--- src/rtl/adv_timer_b_cnt_ctrl_pkg.sv ---
// Package: adv_timer_b_cnt_ctrl_pkg
// Shared types for the advanced-timer counter sequencer: command opcodes, counting modes,
// FSM states and the double-buffered configuration record with its reset value.
package adv_timer_b_cnt_ctrl_pkg;

   // Widths of the configuration record; the top-level parameters default to these.
   localparam int unsigned CFG_CNT_W = 16;
   localparam int unsigned CFG_PSC_W = 8;

   typedef enum logic [2:0] {
      CmdNop    = 3'd0,
      CmdStart  = 3'd1,
      CmdStop   = 3'd2,
      CmdArm    = 3'd3,
      CmdReset  = 3'd4,
      CmdUpdate = 3'd5
   } cmd_e;

   typedef enum logic [1:0] {
      ModeSawUp   = 2'd0,
      ModeSawDown = 2'd1,
      ModeUpDown  = 2'd2
   } mode_e;

   typedef enum logic [1:0] {
      StIdle  = 2'd0,
      StArmed = 2'd1,
      StRun   = 2'd2
   } state_e;

   typedef struct packed {
      logic [CFG_CNT_W-1:0] start_val;
      logic [CFG_CNT_W-1:0] end_val;
      logic [CFG_PSC_W-1:0] psc;
      mode_e                mode;
   } cfg_t;

   localparam cfg_t CFG_RST = '{start_val: '0, end_val: '1, psc: '0, mode: ModeSawUp};

   // Encoding 3 is reserved and behaves as SAW_UP.
   function automatic mode_e norm_mode(logic [1:0] m);
      mode_e r;
      case (m)
         2'd1:    r = ModeSawDown;
         2'd2:    r = ModeUpDown;
         default: r = ModeSawUp;
      endcase
      return r;
   endfunction

endpackage

--- src/rtl/adv_timer_b_psc.sv ---
// Module: adv_timer_b_psc
// Prescaler for the counter sequencer. Counts 0..psc while enabled and flags the wrap cycle.
// Ports:
//   clk_i   clock
//   rst_i   synchronous reset, active high
//   clr_i   force the count back to zero
//   en_i    count enable
//   psc_i   prescale value (tick every psc+1 enabled cycles)
//   tick_o  high in the enabled cycle where the count reaches psc
module adv_timer_b_psc
   import adv_timer_b_cnt_ctrl_pkg::*;
#(
   parameter int unsigned PSC_W = CFG_PSC_W
) (
   input  logic             clk_i,
   input  logic             rst_i,
   input  logic             clr_i,
   input  logic             en_i,
   input  logic [PSC_W-1:0] psc_i,
   output logic             tick_o
);

   logic [PSC_W-1:0] cnt_q, cnt_d;

   // >= keeps the count from running away if psc ever shrinks below the current count.
   assign tick_o = en_i && (cnt_q >= psc_i);

   always_comb begin
      cnt_d = cnt_q;
      if (clr_i) begin
         cnt_d = '0;
      end else if (en_i) begin
         cnt_d = tick_o ? '0 : cnt_q + 1'b1;
      end
   end

   always_ff @(posedge clk_i) begin
      if (rst_i) begin
         cnt_q <= '0;
      end else begin
         cnt_q <= cnt_d;
      end
   end

endmodule

--- src/rtl/adv_timer_b_cnt_ctrl.sv ---
// Module: adv_timer_b_cnt_ctrl
// Command sequencer for the advanced-timer counter datapath. Accepts START/STOP/ARM/RESET/UPDATE
// over a valid/ready port, runs the prescaler and drives the external counter's step/load/dir
// controls. Configuration is double-buffered (shadow -> active) so updates land on end events.
// Ports:
//   clk_i, rst_i                 clock, synchronous active-high reset
//   cmd_valid_i / cmd_ready_o    command handshake
//   cmd_op_i                     command opcode (cmd_e; 6-7 are NOP)
//   cfg_start_i/end_i/psc_i/mode_i  UPDATE payload
//   ext_trig_i                   external trigger, leaves ARMED on a rising edge
//   cnt_i                        current counter value from the datapath
//   cnt_en_o, cnt_dir_o          step strobe and direction (1 = down)
//   cnt_load_o, cnt_load_val_o   load strobe and value
//   end_evt_o                    wrap / turnaround pulse
//   err_o                        UPDATE rejected pulse
//   state_o, upd_pend_o          FSM state, shadow config awaiting transfer
module adv_timer_b_cnt_ctrl
   import adv_timer_b_cnt_ctrl_pkg::*;
#(
   // cfg_t is sized by the package; keep these at their defaults.
   parameter int unsigned CNT_W = CFG_CNT_W,
   parameter int unsigned PSC_W = CFG_PSC_W
) (
   input  logic             clk_i,
   input  logic             rst_i,
   input  logic             cmd_valid_i,
   output logic             cmd_ready_o,
   input  logic [2:0]       cmd_op_i,
   input  logic [CNT_W-1:0] cfg_start_i,
   input  logic [CNT_W-1:0] cfg_end_i,
   input  logic [PSC_W-1:0] cfg_psc_i,
   input  logic [1:0]       cfg_mode_i,
   input  logic             ext_trig_i,
   input  logic [CNT_W-1:0] cnt_i,
   output logic             cnt_en_o,
   output logic             cnt_dir_o,
   output logic             cnt_load_o,
   output logic [CNT_W-1:0] cnt_load_val_o,
   output logic             end_evt_o,
   output logic             err_o,
   output logic [1:0]       state_o,
   output logic             upd_pend_o
);

   state_e           state_q, state_d;
   cfg_t             active_q, active_d, shadow_q, shadow_d;
   logic             upd_pend_q, upd_pend_d;
   logic             dir_q, dir_d;
   logic             load_q, load_d;
   logic [CNT_W-1:0] load_val_q, load_val_d;
   logic             err_q, err_d;
   logic             trig_prev_q, cmd_ready_q;

   logic             accept, is_start, is_stop, is_arm, is_reset, is_update, upd_ok;
   logic             trig_edge, updown, term, end_evt, saw_wrap, wrap_load, transfer, do_load;
   logic             psc_en, psc_clr, psc_tick;
   logic [CNT_W-1:0] wrap_val, init_val;

   // The load cycle is not a count cycle, so the prescaler pauses while a load is presented.
   assign psc_en = (state_q == StRun) && !load_q;

   adv_timer_b_psc #(
      .PSC_W (PSC_W)
   ) u_psc (
      .clk_i  (clk_i),
      .rst_i  (rst_i),
      .clr_i  (psc_clr),
      .en_i   (psc_en),
      .psc_i  (active_q.psc),
      .tick_o (psc_tick)
   );

   // Command decode and terminal detect.
   always_comb begin
      accept    = cmd_valid_i && cmd_ready_q;
      is_start  = accept && (cmd_op_i == CmdStart);
      is_stop   = accept && (cmd_op_i == CmdStop);
      is_arm    = accept && (cmd_op_i == CmdArm);
      is_reset  = accept && (cmd_op_i == CmdReset);
      is_update = accept && (cmd_op_i == CmdUpdate);
      upd_ok    = is_update && (cfg_start_i < cfg_end_i);
      trig_edge = ext_trig_i && !trig_prev_q;
      updown    = (active_q.mode == ModeUpDown);

      case (active_q.mode)
         ModeSawDown: term = (cnt_i == active_q.start_val);
         // Only the bound being approached counts, so the start value is not a turnaround
         // on the way up.
         ModeUpDown:  term = dir_q ? (cnt_i == active_q.start_val) : (cnt_i == active_q.end_val);
         default:     term = (cnt_i == active_q.end_val);
      endcase

      end_evt  = psc_tick && term;
      saw_wrap = end_evt && !updown;
      // STOP/RESET accepted in the wrap cycle cancel the wrap load; the event still fires.
      wrap_load = saw_wrap && !(is_stop || is_reset);
      wrap_val  = (active_q.mode == ModeSawDown) ? active_q.end_val : active_q.start_val;
   end

   assign cnt_en_o       = psc_tick && !saw_wrap;
   assign cnt_load_o     = load_q || wrap_load;
   assign cnt_load_val_o = load_q ? load_val_q : (wrap_load ? wrap_val : '0);
   assign end_evt_o      = end_evt;
   assign err_o          = err_q;
   assign state_o        = state_q;
   assign upd_pend_o     = upd_pend_q;
   assign cmd_ready_o    = cmd_ready_q;

   // The turnaround step already moves in the new direction.
   always_comb begin
      case (active_q.mode)
         ModeSawDown: cnt_dir_o = 1'b1;
         ModeUpDown:  cnt_dir_o = end_evt ? !dir_q : dir_q;
         default:     cnt_dir_o = 1'b0;
      endcase
   end

   // Next-state logic.
   always_comb begin
      state_d    = state_q;
      active_d   = active_q;
      shadow_d   = shadow_q;
      upd_pend_d = upd_pend_q;
      dir_d      = dir_q;
      load_d     = 1'b0;
      load_val_d = load_val_q;
      psc_clr    = 1'b0;
      do_load    = 1'b0;
      err_d      = is_update && !upd_ok;

      // The wrap load above reads active_q, so a transfer here takes effect next cycle.
      transfer = upd_pend_q && (end_evt || (state_q == StIdle));
      if (transfer) begin
         active_d   = shadow_q;
         upd_pend_d = 1'b0;
      end
      if (upd_ok) begin
         shadow_d   = '{start_val: cfg_start_i, end_val: cfg_end_i, psc: cfg_psc_i,
                        mode: norm_mode(cfg_mode_i)};
         upd_pend_d = 1'b1;
      end

      if (end_evt && updown) begin
         dir_d = !dir_q;
      end

      case (state_q)
         StIdle: begin
            if (is_start) begin
               state_d = StRun;
               do_load = 1'b1;
            end else if (is_arm) begin
               state_d = StArmed;
            end
         end
         StArmed: begin
            if (is_stop) begin
               state_d = StIdle;
            end else if (trig_edge) begin
               state_d = StRun;
               do_load = 1'b1;
            end
         end
         StRun: begin
            if (is_stop) begin
               state_d = StIdle;
            end
         end
         default: state_d = StIdle;
      endcase

      if (is_reset) begin
         do_load = 1'b1;
      end

      // Loads use active_d so a config transferring this cycle is the one started with.
      init_val = (active_d.mode == ModeSawDown) ? active_d.end_val : active_d.start_val;
      if (do_load) begin
         load_d     = 1'b1;
         load_val_d = init_val;
         psc_clr    = 1'b1;
         dir_d      = 1'b0;
      end
   end

   always_ff @(posedge clk_i) begin
      if (rst_i) begin
         state_q     <= StIdle;
         active_q    <= CFG_RST;
         shadow_q    <= CFG_RST;
         upd_pend_q  <= 1'b0;
         dir_q       <= 1'b0;
         load_q      <= 1'b0;
         load_val_q  <= '0;
         err_q       <= 1'b0;
         trig_prev_q <= 1'b0;
         cmd_ready_q <= 1'b0;
      end else begin
         state_q     <= state_d;
         active_q    <= active_d;
         shadow_q    <= shadow_d;
         upd_pend_q  <= upd_pend_d;
         dir_q       <= dir_d;
         load_q      <= load_d;
         load_val_q  <= load_val_d;
         err_q       <= err_d;
         trig_prev_q <= ext_trig_i;
         cmd_ready_q <= 1'b1;
      end
   end

endmodule

--- config.mk ---
export PLATFORM = sky130hd
export DESIGN_NAME = adv_timer_b_cnt_ctrl
export DESIGN_NICKNAME = d
export VERILOG_FILES = /design/src/rtl/adv_timer_b_cnt_ctrl_pkg.sv /design/src/rtl/adv_timer_b_psc.sv /design/src/rtl/adv_timer_b_cnt_ctrl.sv
export SDC_FILE = /design/constraint.sdc
export NUM_CORES = 1
export LEC_CHECK = 0
export CORE_AREA = 8 8 119 121
export DETAILED_ROUTE_END_ITERATION = 10
export DIE_AREA = 0 0 127 129
export PLACE_DENSITY = 0.79
export SLEW_MARGIN = 20
export SYNTH_ARGS = -nofsm -noshare
export SYNTH_HDL_FRONTEND = slang
export SYNTH_SLANG_ARGS = --single-unit
--- constraint.sdc ---
create_clock -name clk_i -period 6.7 [get_ports clk_i]
set_input_delay 1.34 -clock clk_i [delete_from_list [all_inputs] [get_ports clk_i]]
set_output_delay 1.34 -clock clk_i [all_outputs]
set_load 0.02 [all_outputs]
Word level (Yosys, flattened, before mapping)
Index checks and enable logic that the tools add are counted.

Flip-flop bits (word level): 116. Output and inout bits: 25. Latch bits: 0. Memory bits (read-only): 0. Word-level logic and storage cells: 95. Memory bits (writable): 0. Memories: 0.

Eq/ne operators: 17. Magnitude comparators: 2. Bitwise logic cells: 0. Mux-type cells: 26. Div/mod/pow operators: 0. Reduce and logical (&&, ||, !) cells: 32. Multipliers: 0. Add/subtract/negate cells: 1. Shift operators: 0.

Operators by type and width (count): 16-bit 2-to-1 mux (4); 42-bit 2-to-1 mux (1); 16-bit == test (2); 1-bit logical AND (17); 16-bit less-than comparator (1); 1-bit 2-to-1 mux (10); 2-bit 2-to-1 mux (5); 8-bit by 1-bit adder with 8-bit output (second input constant) (1); 2-bit by 1-bit == test with 1-bit output (second input constant) (4); 8-bit greater-or-equal comparator (1); 8-bit 2-to-1 mux (1); 1-bit logical NOT (7); 2-bit == test (second input constant) (3); 3-bit by 2-bit == test with 1-bit output (second input constant) (2); 3-bit == test (second input constant) (2); 3-bit inequality test (second input constant) (2); 1-bit case mux with 2 select lines (3); 2-bit case mux with 3 select lines (1); 2-bit case mux with 2 select lines (1); 2-bit OR reduction (2); 3-bit by 1-bit == test with 1-bit output (second input constant) (1); 1-bit logical OR (3); 3-bit AND reduction (1); 2-bit logical NOT (1); other kinds (2) (2).

Depth between registers and ports, before layout
Gate-level depths: netlist of the first run.

Depth in word-level cells: 9. Depth in mapped cells: 13. Gate-level depth less buffers: 9.

Modules after synthesis
A second synthesis of the first run with hierarchy kept.

Cell total of the unflattened synthesis: 771. Area total of the unflattened synthesis: 6771.5 um2.

Modules (own cells, without submodules): adv_timer_b_cnt_ctrl (seq. area each 2162.1 um2, times used 1, cells each 707, area each 6147.1 um2); adv_timer_b_psc (seq. area each 160.2 um2, times used 1, cells each 64, area each 624.3 um2).

Least setup slack after synthesis of the first run
OpenSTA, ideal clock, no wires.

Path kind: input-to-output. Start point: input cnt_i[9]. End point: output cnt_load_val_o[10]. Path buffers: 2. Stages: 9. Data arrival time: 3486 ps. Setup slack: 1874 ps. Cells stage by stage: xor2_1 nand2b_1 or4_4 buf_6 o22a_4 nor2_1 nand2_1 clkbuf_1 o21ai_0.

Word-level cells in the longest chain between the ends: 8.

Ends and longest elaborated chain: start, declared (RTL line adv_timer_b_cnt_ctrl.sv:34) `input logic [CNT_W-1:0] cnt_i,`; 16-bit == test, on equally long branches (RTL line adv_timer_b_cnt_ctrl.sv:89, adv_timer_b_cnt_ctrl.sv:90, adv_timer_b_cnt_ctrl.sv:86); 1-bit 2-to-1 mux (RTL line adv_timer_b_cnt_ctrl.sv:89) `ModeUpDown: term = dir_q ? (cnt_i == active_q.start_val) : (cnt_i == active_q.end_val);`; 1-bit case mux with 2 select lines (*) (RTL line adv_timer_b_cnt_ctrl.sv:85) `case (active_q.mode)`; 1-bit logical AND (*) (RTL line adv_timer_b_cnt_ctrl.sv:93) `end_evt = psc_tick && term;`; 1-bit logical AND (*) (RTL line adv_timer_b_cnt_ctrl.sv:94) `saw_wrap = end_evt && !updown;`; 1-bit logical AND (*) (RTL line adv_timer_b_cnt_ctrl.sv:96) `wrap_load = saw_wrap && !(is_stop || is_reset);`; 16-bit 2-to-1 mux (*) (2 in a row) (RTL line adv_timer_b_cnt_ctrl.sv:102) `assign cnt_load_val_o = load_q ? load_val_q : (wrap_load ? wrap_val : '0);`; end, declared (RTL line adv_timer_b_cnt_ctrl.sv:38) `output logic [CNT_W-1:0] cnt_load_val_o,`.

Mark *: on every way between the ends. The rest lies on a longest branch, timed or not.

Worst setup path after layout of the first run
Start point: input cnt_i[0]. End point: output cnt_load_val_o[15].

Same word-level chain as after synthesis.

==> results of run 1 <==
## routing by layer
| layer | vias up | share of wire [%] | wire, microns | GRT usage [%] |
|---|---|---|---|---|
| met5 | - | 0 | 0 | 0 |
| met3 | 38 | 9.9 | 1886 | 6.413 |
| met2 | 293 | 42 | 8079 | 34.42 |
| met1 | 2967 | 45 | 8610 | 31.01 |
| met4 | 0 | 2.8 | 531 | 10.50 |
| li1 | 3072 | - | - | - |
## power groups by stage
stage | combinational, mW | clock, mW | sequential [mW]
4_1_cts | 0.146 | 0.910 | 0.705
2_1_floorplan | 0.0727 | 0 | 0.717
5_1_grt | 0.159 | 0.944 | 0.706
3_3_place_gp | 0.143 | 0 | 0.719
6_report | 0.147 | 0.904 | 0.706
3_5_place_dp | 0.145 | 0 | 0.719
## cell type report
cell class / instances / area share, %
well taps: 150 / 2.292
repair buffers: 103 / 12.10
inverters: 30 / 1.375
flip-flops and latches: 116 / 28.36
clock buffers: 24 / 6.127
multi-input cells: 616 / 48.56
clock inverters: 8 / 1.192
## state kept, by name, summed over array words and instances (netlist names)
| signal | count |
|---|---|
| trig_prev_q | 1 |
| u_psc.cnt_q | 8 |
| active_q | 42 |
| err_o | 1 |
| load_val_q | 16 |
| cmd_ready_o | 1 |
| dir_q | 1 |
| shadow_q | 42 |
| upd_pend_o | 1 |
| state_o | 2 |
| load_q | 1 |
## synthesized netlist by cell type (23+ instances only)
cell      instances  area share [%]
dfxtp_1         116              35
a21oi_1          39             2.9
or3_1            49             4.6
inv_1            29             1.6
nor4_1           23             2.2
nor3_1           23             1.7
ha_1             26             4.9
nor2_1           59             3.3
o21ai_0          35             2.6
mux2i_1          58             8.8
nand2_1         128             7.3
clkbuf_1         45             2.6
## worst max path at each step
stage,end
3_3_place_gp,cnt_load_val_o[7]
4_1_cts,cnt_load_val_o[15]
2_1_floorplan,cnt_load_val_o[10]
3_5_place_dp,cnt_load_val_o[15]
5_1_grt,cnt_load_val_o[3]
6_report,cnt_load_val_o[15]
## per-stage QoR
step	std cells	cell area (sq um)	util [%]	power, mW	hold WS (ps)
2_1_floorplan	819	6624	-	0.7900	431.2
5_1_grt	1047	8189	66.51	1.809	471.7
6_report	1047	8189	66.51	1.757	454.4
3_5_place_dp	1015	7587	61.63	0.8647	447.5
3_3_place_gp	1015	7587	61.63	0.8625	442.5
4_1_cts	1047	8187	66.49	1.761	454.6
## logic make-up after synthesis
group | Yosys count
AO/OA/AOI/OAI | 147
XOR/XNOR | 42
adder cells (fa/ha/maj) | 26
buffers and inverters | 87
flip-flops | 116
multiplexers | 58
AND/OR/NAND/NOR | 343
## critical path: stages
cell and delay [ps]:
clkdlybuf4s50_1 460, xnor2_1 300, nand4_1 120, or4_4 620, o22a_4 370, nor2_1 230
nand2_1 130, buf_4 210, o21ai_0 200, clkdlybuf4s50_1 640
==> insert_results.sql, run 1 <==
INSERT INTO impl_metrics (metric_group, metric, value, unit) VALUES
('hold_path', 'timing.hold.worst_endpoint', 'active_q[5]', ''),
('synthesis', 'synth_xor_xnor_area_share', '5.553', '%'),
('power_and_ir_drop', 'vdd_drop_max', '0.1402', 'mV'),
('sta', 'finalSetupTns', '0', 'ps'),
('hold_path', 'min_delay_path_depth', '2', ''),
('layout', 'layout_commonest_cell', 'nand2_1', ''),
('power_and_ir_drop', 'swShare', '22.49', '%'),
('global_routing', 'grt_start_max_net_pins', '61', ''),
('worst_setup_path', 'critical_path.startpoint', 'cnt_i[0]', ''),
('power_and_ir_drop', 'power.sequential.fraction', '40.2', '%'),
('synthesis', 'synth.yosys.warnings', '0', ''),
('power_and_ir_drop', 'cellPowerDensity', '214.5', 'nW/um^2'),
('layout', 'mostFrequentLayoutCells', 'nand2_1, dfxtp_1, clkdlybuf4s50_1', ''),
('global_routing', 'grt_remaining_overflow', '0', ''),
('layout', 'nFillCells', '996', ''),
('sta', 'worstMarginPinSlew', '825.2', 'ps'),
('clock_network', 'tritoncts', 'yes', ''),
('worst_setup_path', 'worstRegToRegCells', '9', ''),
('routing', 'via_per_inst', '6.084', ''),
('synthesis', 'synth-adder-area-share', '4.911', '%'),
('layout', 'finish.net_count', '975', ''),
('clock_network', 'numClockSinks', '116', ''),
('sta', 'endpoints_failing_setup', '0', ''),
('worst_setup_path', 'start_kind', 'input port', ''),
('global_routing', 'grt_pass1_wl', '30.64', 'mm'),
('flow_run', 'drv.max_cap_violation_count', '0', ''),
('sta', 'slew-limit-headroom', '44.96', '%'),
('sta', 'achievable-frequency', '167.0', 'MHz'),
('floorplanning', 'fp.dieArea', '16380', 'sq um'),
('clock_network', 'cts_max_level', '4', ''),
('floorplanning', 'dieWidth', '127', 'microns'),
('routing', 'route.antenna.remaining_nets', '0', ''),
('synthesis', 'synth.mux.area_fraction', '8.765', '%'),
('clock_network', 'cts.repair_timing.setup_buffer_count', '0', ''),
('sta', 'setup_slack', '712.1', 'ps'),
('hold_path', 'worst_hold_startpoint', 'active_q[5]', ''),
('synthesis', 'largest_family_of_logic_cells_by_synthesized_area', 'simple AND/OR/NAND/NOR gates', ''),
('worst_setup_path', 'worstSetupEndpointType', 'output port', ''),
('layout', 'layout-drive-gt1-share', '5.909', '%'),
('worst_setup_path', 'regToRegEndpoint', 'load_val_q[9]', ''),
('worst_setup_path', 'timing.reg2reg.setup_slack', '3200', 'ps'),
('floorplanning', 'design.core.area', '12310', 'sq um'),
('layout', 'layout.area.seq', '2322', 'sq um'),
('clock_network', 'insertion_delay', '410', 'ps'),
('global_routing', 'grtUsageTotal', '23.29', '%'),
('sta', 'final.period_utilization', '89.37', '%'),
('synthesis', 'synth_simple_gate_area_share', '24.91', '%'),
('routing', 'dr_total_vias', '6370', ''),
('synthesis', 'synth_ff_type', 'dfxtp_1', ''),
('hold_path', 'timing.hold.worst.class', 'flop to flop', ''),
('clock_network', 'cts_inserted_buffers', '17', ''),
('sta', 'report.final.slew_viol_count', '0', ''),
('layout', 'multi_input_gate_area', '3976', 'sq um'),
('run_status', 'run_status', 'complete, no violations', ''),
('sta', 'rsz0062_at_grt', 'no', ''),
('clock_network', 'post_cts_resized', '0', ''),
('clock_network', 'cts.reportedPaths.clkPinSlew', '50', 'ps'),
('worst_setup_path', 'crit_type', 'input port to output port', ''),
('floorplanning', 'floorplan.die.height', '129', 'microns'),
('synthesis', 'flip_flop_and_latch_count_after_synthesis', '116', ''),
('placed_design', 'weighted_congestion_reported_at_the_end_of_routability_driven_placement', '0.8965', ''),
('global_routing', 'vias_in_the_first_global_route', '6066', ''),
('synthesis', 'synth_nets', '910', ''),
('global_routing', 'grt_antenna_before_repair', '0', ''),
('routing', 'first_iter_violations', '532', ''),
('clock_network', 'postCtsHoldBufs', '0', ''),
('placed_design', 'dp_hpwl', '13.71', 'mm'),
('power_and_ir_drop', 'power.switching', '0.3951', 'mW'),
('synthesis', 'synth_compound_gate_area_share', '15.32', '%'),
('power_and_ir_drop', 'clockPowerShare', '51.5', '%'),
('power_and_ir_drop', 'power.combinational.fraction', '8.4', '%');
Power figures use the tool's default switching activity.
==> run 2, diff against run 1 <==
Settings changed: SKIP_CTS_REPAIR_TIMING from default to 1.
Clock period 6.7 ns to 7.5 ns, I/O delays scaled along.
==> run 2 against run 1 <==
  * Die area unchanged
  * Largest cell class unchanged
  * Sequential power decreased by 11%
  * Sequential cell count unchanged
  * Clock power fell by 6.0%
  * Critical path depth shrank 1
  * Non-clock buffer count is 3 lower
  * Via count fell by 0.58%
  * Combinational power decreased by 11%
  * Global-route usage grew 0.083 points
  * First-iteration DRC count rose by 22%
  * Sequential share of layout area hardly changed
  * Worst setup slack improved by 150 ps
==> insert_results.sql, run 2 (same netlist as run 1, synthesis figures left out) <==
INSERT INTO impl_metrics (metric_group, metric, value, unit) VALUES
('worst_setup_path', 'crit_path_max_fanout', '21', ''),
('power_and_ir_drop', 'power.switching', '0.3464', 'mW'),
('layout', 'layout_commonest_cell', 'nand2_1', ''),
('worst_setup_path', 'crit_path_top_delay_cell', 'or4b_1', ''),
('sta', 'final.period_utilization', '88.47', '%'),
('routing', 'route.antenna.remaining_nets', '0', ''),
('worst_setup_path', 'worstRegToRegCells', '9', ''),
('power_and_ir_drop', 'overall_power_of_the_completed_layout', '1.612', 'mW'),
('hold_path', 'worst_hold_startpoint', 'active_q[5]', ''),
('routing', 'dr_total_vias', '6333', ''),
('sta', 'worstMarginPinSlew', '816.4', 'ps'),
('sta', 'timing.final.hold_violations', '0', ''),
('routing', 'first_iter_violations', '647', ''),
('floorplanning', 'initial_util', '53.80', '%'),
('placed_design', 'weighted_congestion_reported_at_the_end_of_routability_driven_placement', '0.8833', ''),
('global_routing', 'grt_remaining_overflow', '0', ''),
('flow_run', 'drv.max_cap_violation_count', '0', ''),
('clock_network', 'numClockSinks', '116', ''),
('routing', 'detail_route.wirelength', '19.10', 'mm'),
('layout', 'mostFrequentLayoutCells', 'nand2_1, dfxtp_1, clkdlybuf4s50_1', ''),
('worst_setup_path', 'start_kind', 'input port', ''),
('clock_network', 'insertion_delay', '410', 'ps'),
('placed_design', 'dpl-instance-area', '7557', 'sq um'),
('hold_path', 'timing.hold.worst_endpoint', 'active_q[5]', ''),
('layout', 'antenna-diode-count', '0', ''),
('layout', 'finish.net_count', '972', ''),
('floorplanning', 'fp.dieArea', '16380', 'sq um'),
('global_routing', 'vias_in_the_first_global_route', '6063', ''),
('routing', 'via_per_inst', '6.072', ''),
('global_routing', 'grt_antenna_before_repair', '0', ''),
('routing', 'routed_wire_length_per_instance', '18.32', 'microns'),
('routing', 'detailedRoute.firstPassIterationCount', '8', ''),
('layout', 'design_area', '8198', 'sq um'),
('routing', 'post-route-drc-count', '0', ''),
('sta', 'finalSetupTns', '0', 'ps'),
('sta', 'achievable-frequency', '150.7', 'MHz'),
('clock_network', 'ctsRootBufferMaster', 'clkbuf_16', ''),
('sta', 'endpoints_failing_setup', '0', ''),
('placed_design', 'dp_hpwl', '13.42', 'mm'),
('global_routing', 'grt_start_max_net_pins', '61', ''),
('global_routing', 'grt_pass1_wl', '30.68', 'mm'),
('worst_setup_path', 'slowest_delay', '760', 'ps'),
('power_and_ir_drop', 'clockPowerShare', '52.8', '%'),
('power_and_ir_drop', 'power.sequential.fraction', '39.1', '%'),
('sta', 'rsz0062_at_grt', 'no', ''),
('floorplanning', 'std_cell_rows', '41', ''),
('power_and_ir_drop', 'cellPowerDensity', '196.6', 'nW/um^2'),
('hold_path', 'timing.hold.worst.class', 'flop to flop', ''),
('floorplanning', 'floorplan.die.height', '129', 'microns'),
('clock_network', 'cts.reportedPaths.clkPinSlew', '50', 'ps'),
('floorplanning', 'dieWidth', '127', 'microns'),
('sta', 'fin_crit', '6635', 'ps'),
('worst_setup_path', 'critical_path_required', '6000', 'ps'),
('sta', 'fin_skew', '13.03', 'ps'),
('global_routing', 'grtUsageTotal', '23.38', '%'),
('clock_network', 'cts_max_path_buffers', '2', ''),
('worst_setup_path', 'worstSetupEndpointType', 'output port', ''),
('sta', 'report.final.slew_viol_count', '0', ''),
('clock_network', 'cts_max_level', '4', ''),
('layout', 'area_delta_synth_final', '23.76', '%'),
('layout', 'layout-drive-gt1-share', '5.375', '%'),
('worst_setup_path', 'regToRegEndpoint', 'load_val_q[8]', ''),
('clock_network', 'tritoncts', 'yes', ''),
('power_and_ir_drop', 'p_leak', '2.865', 'nW'),
('worst_setup_path', 'timing.reg2reg.setup_slack', '3830', 'ps'),
('worst_setup_path', 'worst_ep_arrival', '5140', 'ps'),
('floorplanning', 'boundaryPins', '90', ''),
('power_and_ir_drop', 'power.combinational.fraction', '8.1', '%'),
('sta', 'slew-limit-headroom', '44.88', '%'),
('floorplanning', 'design.core.area', '12310', 'sq um'),
('power_and_ir_drop', 'swShare', '21.49', '%'),
('power_and_ir_drop', 'vdd_drop_max', '0.1223', 'mV'),
('worst_setup_path', 'crit_type', 'input port to output port', ''),
('clock_network', 'cts_inserted_buffers', '17', ''),
('placed_design', 'numPortBuffers', '89', ''),
('power_and_ir_drop', 'cellInternalPower', '1.265', 'mW'),
('run_status', 'run_status', 'complete, no violations', ''),
('hold_path', 'min_delay_path_depth', '2', ''),
('layout', 'registers_with_the_highest_flip_flop_counts', 'active_q (42), shadow_q (42), load_val_q (16)', ''),
('worst_setup_path', 'cell_breakdown_of_the_critical_path', 'clkdlybuf4s50_1 > xnor2_1 > o21ai_0 > or4b_1 > o22a_4 > nor2_1 > nand2_1 > o21ai_0 > clkdlybuf4s50_1', ''),
('worst_setup_path', 'r2r_start', 'active_q[0]', '');
## run 2: worst max path at each step
stage	startpoint	endpoint	slack, ps
final	cnt_i[2]	cnt_load_val_o[0]	860
after CTS	cnt_i[15]	cnt_load_val_o[3]	910
after floorplan	cnt_i[9]	cnt_load_val_o[10]	2350
after global routing	cnt_i[15]	cnt_load_val_o[4]	620
after detailed placement	cnt_i[15]	cnt_load_val_o[14]	910
after global placement	cnt_i[15]	cnt_load_val_o[0]	940
## run 2: cell type report
| class | instances | area, sq um |
|---|---|---|
| clock inverters | 8 | 148.9 |
| repair buffers | 100 | 972.2 |
| flip-flops and latches | 116 | 2322 |
| fillers | 1003 | 4114 |
| clock buffers | 23 | 478.0 |
| multi-input cells | 616 | 3976 |
| inverters | 30 | 112.6 |
| well taps | 150 | 187.7 |
## run 2: power by group through the flow
stage               logic, mW  registers (mW)  clock network (mW)
floorplan              0.0650           0.641                   0
global placement        0.127           0.643                   0
detailed placement      0.128           0.643                   0
CTS                     0.130           0.630               0.856
global route            0.142           0.631               0.886
finish                  0.131           0.630               0.850
## run 2: metrics by stage
step / hold slack [ps] / worst slack (ps) / cells / util (%)
final: 455.0 / 864.7 / 1043 / 66.59
after global routing: 468.7 / 617.1 / 1043 / 66.59
after CTS: 450.1 / 912.4 / 1042 / 66.47
after detailed placement: 441.1 / 914.0 / 1011 / 61.38
after global placement: 443.1 / 939.4 / 1011 / 61.38
after floorplan: 431.2 / 2354 / 819 / -
## run 2: critical path, delay by kind of cell
family	cells	cell delay, ps
xor+xnor	1	280
buf+inv	2	1100
compound gates	3	880
simple gates	3	1360
## run 2: per-layer routing
layer,share of wire (%),up-vias,global-route usage [%]
li1,-,3074,-
met1,45,2919,31.63
met2,43,305,35.23
met3,9.9,35,5.544
met4,2.2,0,9.097
met5,0,-,0
